`config.mk`:
```
export PLATFORM = sky130hd
export DESIGN_NAME = ram_xfer_ctrl_flat
export DESIGN_NICKNAME = d
export VERILOG_FILES = /design/src/rtl/xfer_pkg.sv /design/src/rtl/ram_xfer_ctrl_if.sv /design/src/rtl/ram_xfer_ctrl.sv /design/src/flat_wrapper.sv
export SDC_FILE = /design/constraint.sdc
export NUM_CORES = 1
export LEC_CHECK = 0
export ABC_AREA = 1
export BUFFER_PORTS_ARGS = -buffer_cell sky130_fd_sc_hd__buf_4
export CAP_MARGIN = 10
export CORE_MARGIN = 5
export CORE_UTILIZATION = 51
export CTS_CLUSTER_DIAMETER = 100
export CTS_CLUSTER_SIZE = 30
export DETAILED_ROUTE_END_ITERATION = 10
export PLACE_DENSITY = 0.76
export SYNTH_ARGS = -nofsm -noshare
export SYNTH_HDL_FRONTEND = slang
export SYNTH_SLANG_ARGS = --single-unit
export TNS_END_PERCENT = 50
```
`constraint.sdc`:
```
create_clock -name clk -period 2.2 [get_ports clk]
set_input_delay 0.55 -clock clk [delete_from_list [all_inputs] [get_ports clk]]
set_output_delay 0.55 -clock clk [all_outputs]
set_load 0.005 [all_outputs]
```
`src/rtl/xfer_pkg.sv`:
```
`default_nettype none
// ============================================================================
// Module   : xfer_pkg
// Purpose  : Shared state encoding and wrapper mode constants for ram_xfer_ctrl.
// Revision : 1.0 - initial release
// ============================================================================
package xfer_pkg;

    typedef enum logic [1:0] {
        IDLE = 2'd0,
        R2M  = 2'd1,
        M2R  = 2'd2,
        DONE = 2'd3
    } xfer_state_t;

    localparam logic [1:0] CH_REG2RAM = 2'b00;
    localparam logic [1:0] CH_RAM2REG = 2'b01;
    localparam logic [1:0] CH_IDLE    = 2'b10;

endpackage
`default_nettype wire

```
`src/rtl/ram_xfer_ctrl_if.sv`:
```
`default_nettype none
// ============================================================================
// Module   : ram_xfer_ctrl_if
// Purpose  : Request side and wrapper control side of the transfer sequencer.
// Revision : 1.0 - initial release
// ============================================================================
interface ram_xfer_ctrl_if #(
    parameter int REG_AW = 5,
    parameter int RAM_AW = 16,
    parameter int CNT_W  = 6
);
    logic              start;
    logic              dir;
    logic [REG_AW-1:0] reg_base;
    logic [RAM_AW-1:0] ram_base;
    logic [CNT_W-1:0]  count;

    logic [1:0]        choice;
    logic [RAM_AW-1:0] ram_addr;
    logic              ram_wen;
    logic [REG_AW-1:0] raddr1;
    logic              we;
    logic [REG_AW-1:0] waddr;
    logic              busy;
    logic              done;

    // Requester / harness side
    modport master (
        output start, dir, reg_base, ram_base, count,
        input  choice, ram_addr, ram_wen, raddr1, we, waddr, busy, done
    );

    // Sequencer side
    modport slave (
        input  start, dir, reg_base, ram_base, count,
        output choice, ram_addr, ram_wen, raddr1, we, waddr, busy, done
    );
endinterface
`default_nettype wire

```
`src/rtl/ram_xfer_ctrl.sv`:
```
`default_nettype none
// ============================================================================
// Module   : ram_xfer_ctrl
// Purpose  : Sequences N-word copies between regfile and block RAM via the wrapper.
// Revision : 1.0 - initial release
// ============================================================================
module ram_xfer_ctrl
    import xfer_pkg::*;
#(
    parameter int REG_AW = 5,
    parameter int RAM_AW = 16,
    parameter int CNT_W  = 6
) (
    input  logic           clk,
    input  logic           rst,
    ram_xfer_ctrl_if.slave bus
);

    xfer_state_t       r_state;
    logic [CNT_W-1:0]  r_idx;
    logic [CNT_W-1:0]  r_count;
    logic [REG_AW-1:0] r_reg_base;
    logic [RAM_AW-1:0] r_ram_base;

    logic [1:0]        r_choice;
    logic [RAM_AW-1:0] r_ram_addr;
    logic              r_ram_wen;
    logic [REG_AW-1:0] r_raddr1;
    logic              r_we;
    logic [REG_AW-1:0] r_waddr;
    logic              r_busy;
    logic              r_done;

    logic [CNT_W-1:0]  w_idx_nxt;
    logic [REG_AW-1:0] w_reg_nxt;
    logic [RAM_AW-1:0] w_ram_nxt;
    logic [REG_AW-1:0] w_wb_addr;

    assign w_idx_nxt = r_idx + CNT_W'(1);
    assign w_reg_nxt = r_reg_base + REG_AW'(w_idx_nxt);
    assign w_ram_nxt = r_ram_base + RAM_AW'(w_idx_nxt);
    // Write-back in cycle j+1 targets the word whose read was issued in cycle j
    assign w_wb_addr = r_reg_base + REG_AW'(r_idx);

    // Outputs are registered for the cycle being entered, so each branch
    // loads the decode for the next state and index.
    always_ff @(posedge clk) begin
        if (rst) begin
            r_state    <= IDLE;
            r_idx      <= '0;
            r_count    <= '0;
            r_reg_base <= '0;
            r_ram_base <= '0;
            r_choice   <= CH_IDLE;
            r_ram_addr <= '0;
            r_ram_wen  <= 1'b0;
            r_raddr1   <= '0;
            r_we       <= 1'b0;
            r_waddr    <= '0;
            r_busy     <= 1'b0;
            r_done     <= 1'b0;
        end else begin
            r_choice   <= CH_IDLE;
            r_ram_addr <= '0;
            r_ram_wen  <= 1'b0;
            r_raddr1   <= '0;
            r_we       <= 1'b0;
            r_waddr    <= '0;
            r_busy     <= 1'b0;
            r_done     <= 1'b0;

            case (r_state)
                IDLE: begin
                    if (bus.start) begin
                        r_idx      <= '0;
                        r_count    <= bus.count;
                        r_reg_base <= bus.reg_base;
                        r_ram_base <= bus.ram_base;
                        if (bus.count == '0) begin
                            r_state <= DONE;
                            r_done  <= 1'b1;
                        end else if (!bus.dir) begin
                            r_state    <= R2M;
                            r_choice   <= CH_REG2RAM;
                            r_raddr1   <= bus.reg_base;
                            r_ram_addr <= bus.ram_base;
                            r_ram_wen  <= 1'b1;
                            r_busy     <= 1'b1;
                        end else begin
                            r_state    <= M2R;
                            r_choice   <= CH_RAM2REG;
                            r_ram_addr <= bus.ram_base;
                            r_busy     <= 1'b1;
                        end
                    end
                end

                R2M: begin
                    if (r_idx == r_count - CNT_W'(1)) begin
                        r_state <= DONE;
                        r_done  <= 1'b1;
                    end else begin
                        r_idx      <= w_idx_nxt;
                        r_choice   <= CH_REG2RAM;
                        r_raddr1   <= w_reg_nxt;
                        r_ram_addr <= w_ram_nxt;
                        r_ram_wen  <= 1'b1;
                        r_busy     <= 1'b1;
                    end
                end

                M2R: begin
                    if (r_idx == r_count) begin
                        r_state <= DONE;
                        r_done  <= 1'b1;
                    end else begin
                        r_idx      <= w_idx_nxt;
                        r_choice   <= CH_RAM2REG;
                        r_ram_addr <= (w_idx_nxt == r_count) ? r_ram_addr : w_ram_nxt;
                        r_we       <= 1'b1;
                        r_waddr    <= w_wb_addr;
                        r_busy     <= 1'b1;
                    end
                end

                DONE: begin
                    r_state <= IDLE;
                end

                default: begin
                    r_state <= IDLE;
                end
            endcase
        end
    end

    assign bus.choice   = r_choice;
    assign bus.ram_addr = r_ram_addr;
    assign bus.ram_wen  = r_ram_wen;
    assign bus.raddr1   = r_raddr1;
    assign bus.we       = r_we;
    assign bus.waddr    = r_waddr;
    assign bus.busy     = r_busy;
    assign bus.done     = r_done;

endmodule
`default_nettype wire

```
`src/flat_wrapper.sv`:
```
// flat-port wrapper written by rule: the top's interface ports become plain ports
module ram_xfer_ctrl_flat import xfer_pkg::*;
#(
    parameter int REG_AW = 5,
    parameter int RAM_AW = 16,
    parameter int CNT_W  = 6
)
  (clk, rst, bus_start, bus_dir, bus_reg_base, bus_ram_base, bus_count, bus_choice, bus_ram_addr, bus_ram_wen, bus_raddr1, bus_we, bus_waddr, bus_busy, bus_done);
  ram_xfer_ctrl_if #(.REG_AW(REG_AW), .RAM_AW(RAM_AW), .CNT_W(CNT_W)) bus_i ();
  input  logic clk;
  input  logic rst;
  input wire logic [$bits(bus_i.start)-1:0] bus_start;
  input wire logic [$bits(bus_i.dir)-1:0] bus_dir;
  input wire logic [$bits(bus_i.reg_base)-1:0] bus_reg_base;
  input wire logic [$bits(bus_i.ram_base)-1:0] bus_ram_base;
  input wire logic [$bits(bus_i.count)-1:0] bus_count;
  output wire logic [$bits(bus_i.choice)-1:0] bus_choice;
  output wire logic [$bits(bus_i.ram_addr)-1:0] bus_ram_addr;
  output wire logic [$bits(bus_i.ram_wen)-1:0] bus_ram_wen;
  output wire logic [$bits(bus_i.raddr1)-1:0] bus_raddr1;
  output wire logic [$bits(bus_i.we)-1:0] bus_we;
  output wire logic [$bits(bus_i.waddr)-1:0] bus_waddr;
  output wire logic [$bits(bus_i.busy)-1:0] bus_busy;
  output wire logic [$bits(bus_i.done)-1:0] bus_done;
  assign bus_i.start = bus_start;
  assign bus_i.dir = bus_dir;
  assign bus_i.reg_base = bus_reg_base;
  assign bus_i.ram_base = bus_ram_base;
  assign bus_i.count = bus_count;
  assign bus_choice = bus_i.choice;
  assign bus_ram_addr = bus_i.ram_addr;
  assign bus_ram_wen = bus_i.ram_wen;
  assign bus_raddr1 = bus_i.raddr1;
  assign bus_we = bus_i.we;
  assign bus_waddr = bus_i.waddr;
  assign bus_busy = bus_i.busy;
  assign bus_done = bus_i.done;
  ram_xfer_ctrl #(.REG_AW(REG_AW), .RAM_AW(RAM_AW), .CNT_W(CNT_W)) u_core (.clk(clk), .rst(rst), .bus(bus_i));
endmodule
```
==> results.sh <==
export IMPL_antennaDiodeCount=0
export IMPL_worst_path_stages=15
export IMPL_fin_tns_setup_ns=-0.119
export IMPL_power_density_nw_per_um2=1170
export IMPL_power_leakage_uw=0.00263
export IMPL_max_stage_delay_ns=0.38
export IMPL_hp_class="input port to flop"
export IMPL_final_cell_mix="nand2_1 (168), buf_4 (94), inv_1 (66)"
export IMPL_synth_main_ff_cell="dfxtp_1"
export IMPL_via_per_inst=5.55
export IMPL_routedWlPerCell_um=16.1
export IMPL_io_pin_count=63
export IMPL_drive_gt1_share_pct=29.8
export IMPL_setup_viol=2
export IMPL_grt_pass1_wl_mm=18.2
export IMPL_layout_commonest_cell="nand2_1"
export IMPL_path_cells="ha_4 -> xor2_4 -> ha_4 -> or2_2 -> and2_4 -> nand2_2 -> nand2_4 -> nand2_1 -> nand2_1 -> nand2_1 -> inv_1 -> nand2_1 -> nand2_1 -> nand2_4 -> a21oi_2"
export IMPL_async_flop_share_pct=0
export IMPL_worstMarginPinSlew_ns=0.779
export IMPL_synth_edf_count=0
export IMPL_io_buffer_count=62
export IMPL_yosysSeqAreaShare_pct=33.9
export IMPL_cp_num_buf_inv=1
export IMPL_vias=4437
export IMPL_clock_sinks=67
export IMPL_slew_viol_final=0
export IMPL_hold_end="u_core.r_ram_base[4]"
export IMPL_stdcell_count=799
export IMPL_regToRegSetupSlack_ns=-0.12
export IMPL_cts_max_path_buffers=2
export IMPL_cts_buffers=9
export IMPL_cpMostUsedCell="nand2_1"
export IMPL_min_from="bus_ram_base[4]"
export IMPL_syn_area_um2=3960
export IMPL_wl_mm=12.9
export IMPL_fin_skew_ns=0.00986
export IMPL_final_min_clock_period_ns=2.32
export IMPL_setup_slack_ns=-0.115
export IMPL_hpwl_mm=8.03
export IMPL_timing_rr_start="u_core.r_idx[1]"
export IMPL_rsz0062_at_grt="true"
export IMPL_violations="negative setup slack"
export IMPL_num_rows=32
export IMPL_first_global_vias=3892
export IMPL_grt_use_total_pct=23.1
export IMPL_final_hold_violation_count=0
export IMPL_die_w_um=98.1
export IMPL_dp_cells=771
export IMPL_cp_start_kind="flop"
export IMPL_gp_congestion=0.929
export IMPL_clk_latency_ns=0.35
export IMPL_ant_nets=0
export IMPL_cts_root_buffer="clkbuf_8"
export IMPL_hold_buffers=0
export IMPL_end_kind="flop"
export IMPL_worstSetupPathType="flop to flop"
export IMPL_arrival_ns=2.54
export IMPL_synthDistinctLibCells=31
export IMPL_maxCapViolations=0
export IMPL_synth_warnings=0
export IMPL_overflow=0
export IMPL_yosysTopAreaCell="dfxtp_1"
export IMPL_clk_pin_slew_worst_paths_ns=0.08
export IMPL_r2r_end="u_core.bus.ram_addr[15]"
export IMPL_ir_drop_v=0.000935
export IMPL_drt_iter0_drc=453
export IMPL_die_y_um=98.1
export IMPL_cp_required_ns=2.43
export IMPL_syn_inst=594
export IMPL_post_synth_cell_area_avg_um2=6.67
export IMPL_synth_nets=652
export IMPL_grt_max_degree=41
export IMPL_cp_top_family="simple AND/OR/NAND/NOR gates"
export IMPL_min_path_cells=3
export IMPL_outcome="complete, but fails checks"
export IMPL_cts_tree="built"
export IMPL_crit_path_top_delay_cell="dfxtp_4"
export IMPL_area_growth_pct=38.4
export IMPL_core_um2=7650
export IMPL_clock_fmax_mhz=432
export IMPL_synth_seq_cells=67
export IMPL_crit_fanout=5
export IMPL_drc_errors=0
export IMPL_r2r_cells=15
export IMPL_h_tree_depth=3
export IMPL_dr_pass1_iters=5
export IMPL_slew_headroom_pct=48.0
export IMPL_dp_slack_ns=-0.108
export IMPL_yosys_area_top_type_share_pct=33.9
export IMPL_startpoint="u_core.r_idx[1]"
export IMPL_p_total_uw=6420
export IMPL_fin_crit_sh_pct=105
export IMPL_start_util_pct=51.8
export IMPL_post_route_util_pct=71.7
export IMPL_fin_nets=752
export IMPL_antenna_found_initial=0
export IMPL_dieArea_um2=9630
export IMPL_synth_area_leaders="dfxtp_1 (34%), nand2_1 (19%), a21oi_1 (7.8%)"
[report_power, final]
part	switching [uW]	internal, uW
combinational	2190	1490
clock	478	457
sequential	269	1530
total	2940	3480
[per-layer routing]
metal / vias up / wire length [um] / track usage, %
met5: - / 0 / 0
met4: 0 / 480 / 9.80
met3: 47 / 1190 / 4.07
met2: 264 / 5890 / 34.9
met1: 2045 / 5290 / 32.6
li1: 2081 / - / -
[tightest hold or removal path, delay by kind of cell]
kind | cells | cell delay [ns]
buf+inv | 1 | 0.11
compound gates | 1 | 0.05
simple gates | 1 | 0.05
[repair_timing]
item	4_1_cts	5_1_grt
pin swaps	9	27
gates resized for setup	18	94
setup buffers	9	7
endpoints found under the setup margin	17	27
cloned	0	2
[sequential cells by signal (all words and copies together) (netlist names)]
| name | cells |
|---|---|
| u_core.bus.ram_addr | 16 |
| u_core.r_ram_base | 16 |
| u_core.r_count | 6 |
| u_core.r_idx | 6 |
| u_core.bus.raddr1 | 5 |
| u_core.bus.waddr | 5 |
| u_core.r_reg_base | 5 |
| u_core.bus.choice | 2 |
| u_core.r_state | 2 |
| u_core.bus.busy | 1 |
| u_core.bus.done | 1 |
| u_core.bus.ram_wen | 1 |
| u_core.bus.we | 1 |
[layout make-up]
class / count / area (um^2)
Inverter: 73 / 274
Clock inverter: 2 / 12.5
Tap cell: 102 / 128
Fill cell: 567 / 2170
Multi-Input combinational cell: 438 / 2690
Clock buffer: 12 / 155
Timing Repair Buffer: 105 / 870
Sequential cell: 67 / 1350
[Yosys cell counts, types with 5 or more instances]
| cell | n |
|---|---|
| dfxtp_1 | 67 |
| o21ai_0 | 25 |
| nor2_1 | 42 |
| nor3_1 | 5 |
| nand4_1 | 5 |
| a21oi_1 | 62 |
| nand2_1 | 197 |
| ha_1 | 24 |
| inv_1 | 69 |
| clkbuf_1 | 11 |
| nand3_1 | 34 |
| xor2_1 | 13 |
[worst max path at each step]
stage	end	slack [ns]
after floorplan	u_core.bus.ram_addr[11]	0.001
after global placement	u_core.bus.ram_addr[2]	-0.04
after detailed placement	u_core.bus.ram_addr[2]	-0.11
after CTS	u_core.bus.ram_addr[15]	-0.009
after global routing	u_core.bus.ram_addr[15]	-0.17
final	u_core.bus.ram_addr[15]	-0.12
[cells by family after synthesis]
logic type,Yosys count,synth area share (%)
simple gates,296,30.9
compound gates,97,12.7
buf+inv,89,9.04
flops,67,33.9
fa+ha+maj,27,9.10
xor+xnor,18,4.36
[stage by stage]
stage,area (um^2),hold slack (ns)
6_report,5480,0.461
5_1_grt,5480,0.478
4_1_cts,5020,0.458
3_5_place_dp,4690,0.457
3_3_place_gp,4690,0.453
2_1_floorplan,3960,0.444
No activity file was read; power rests on OpenSTA's default activity.
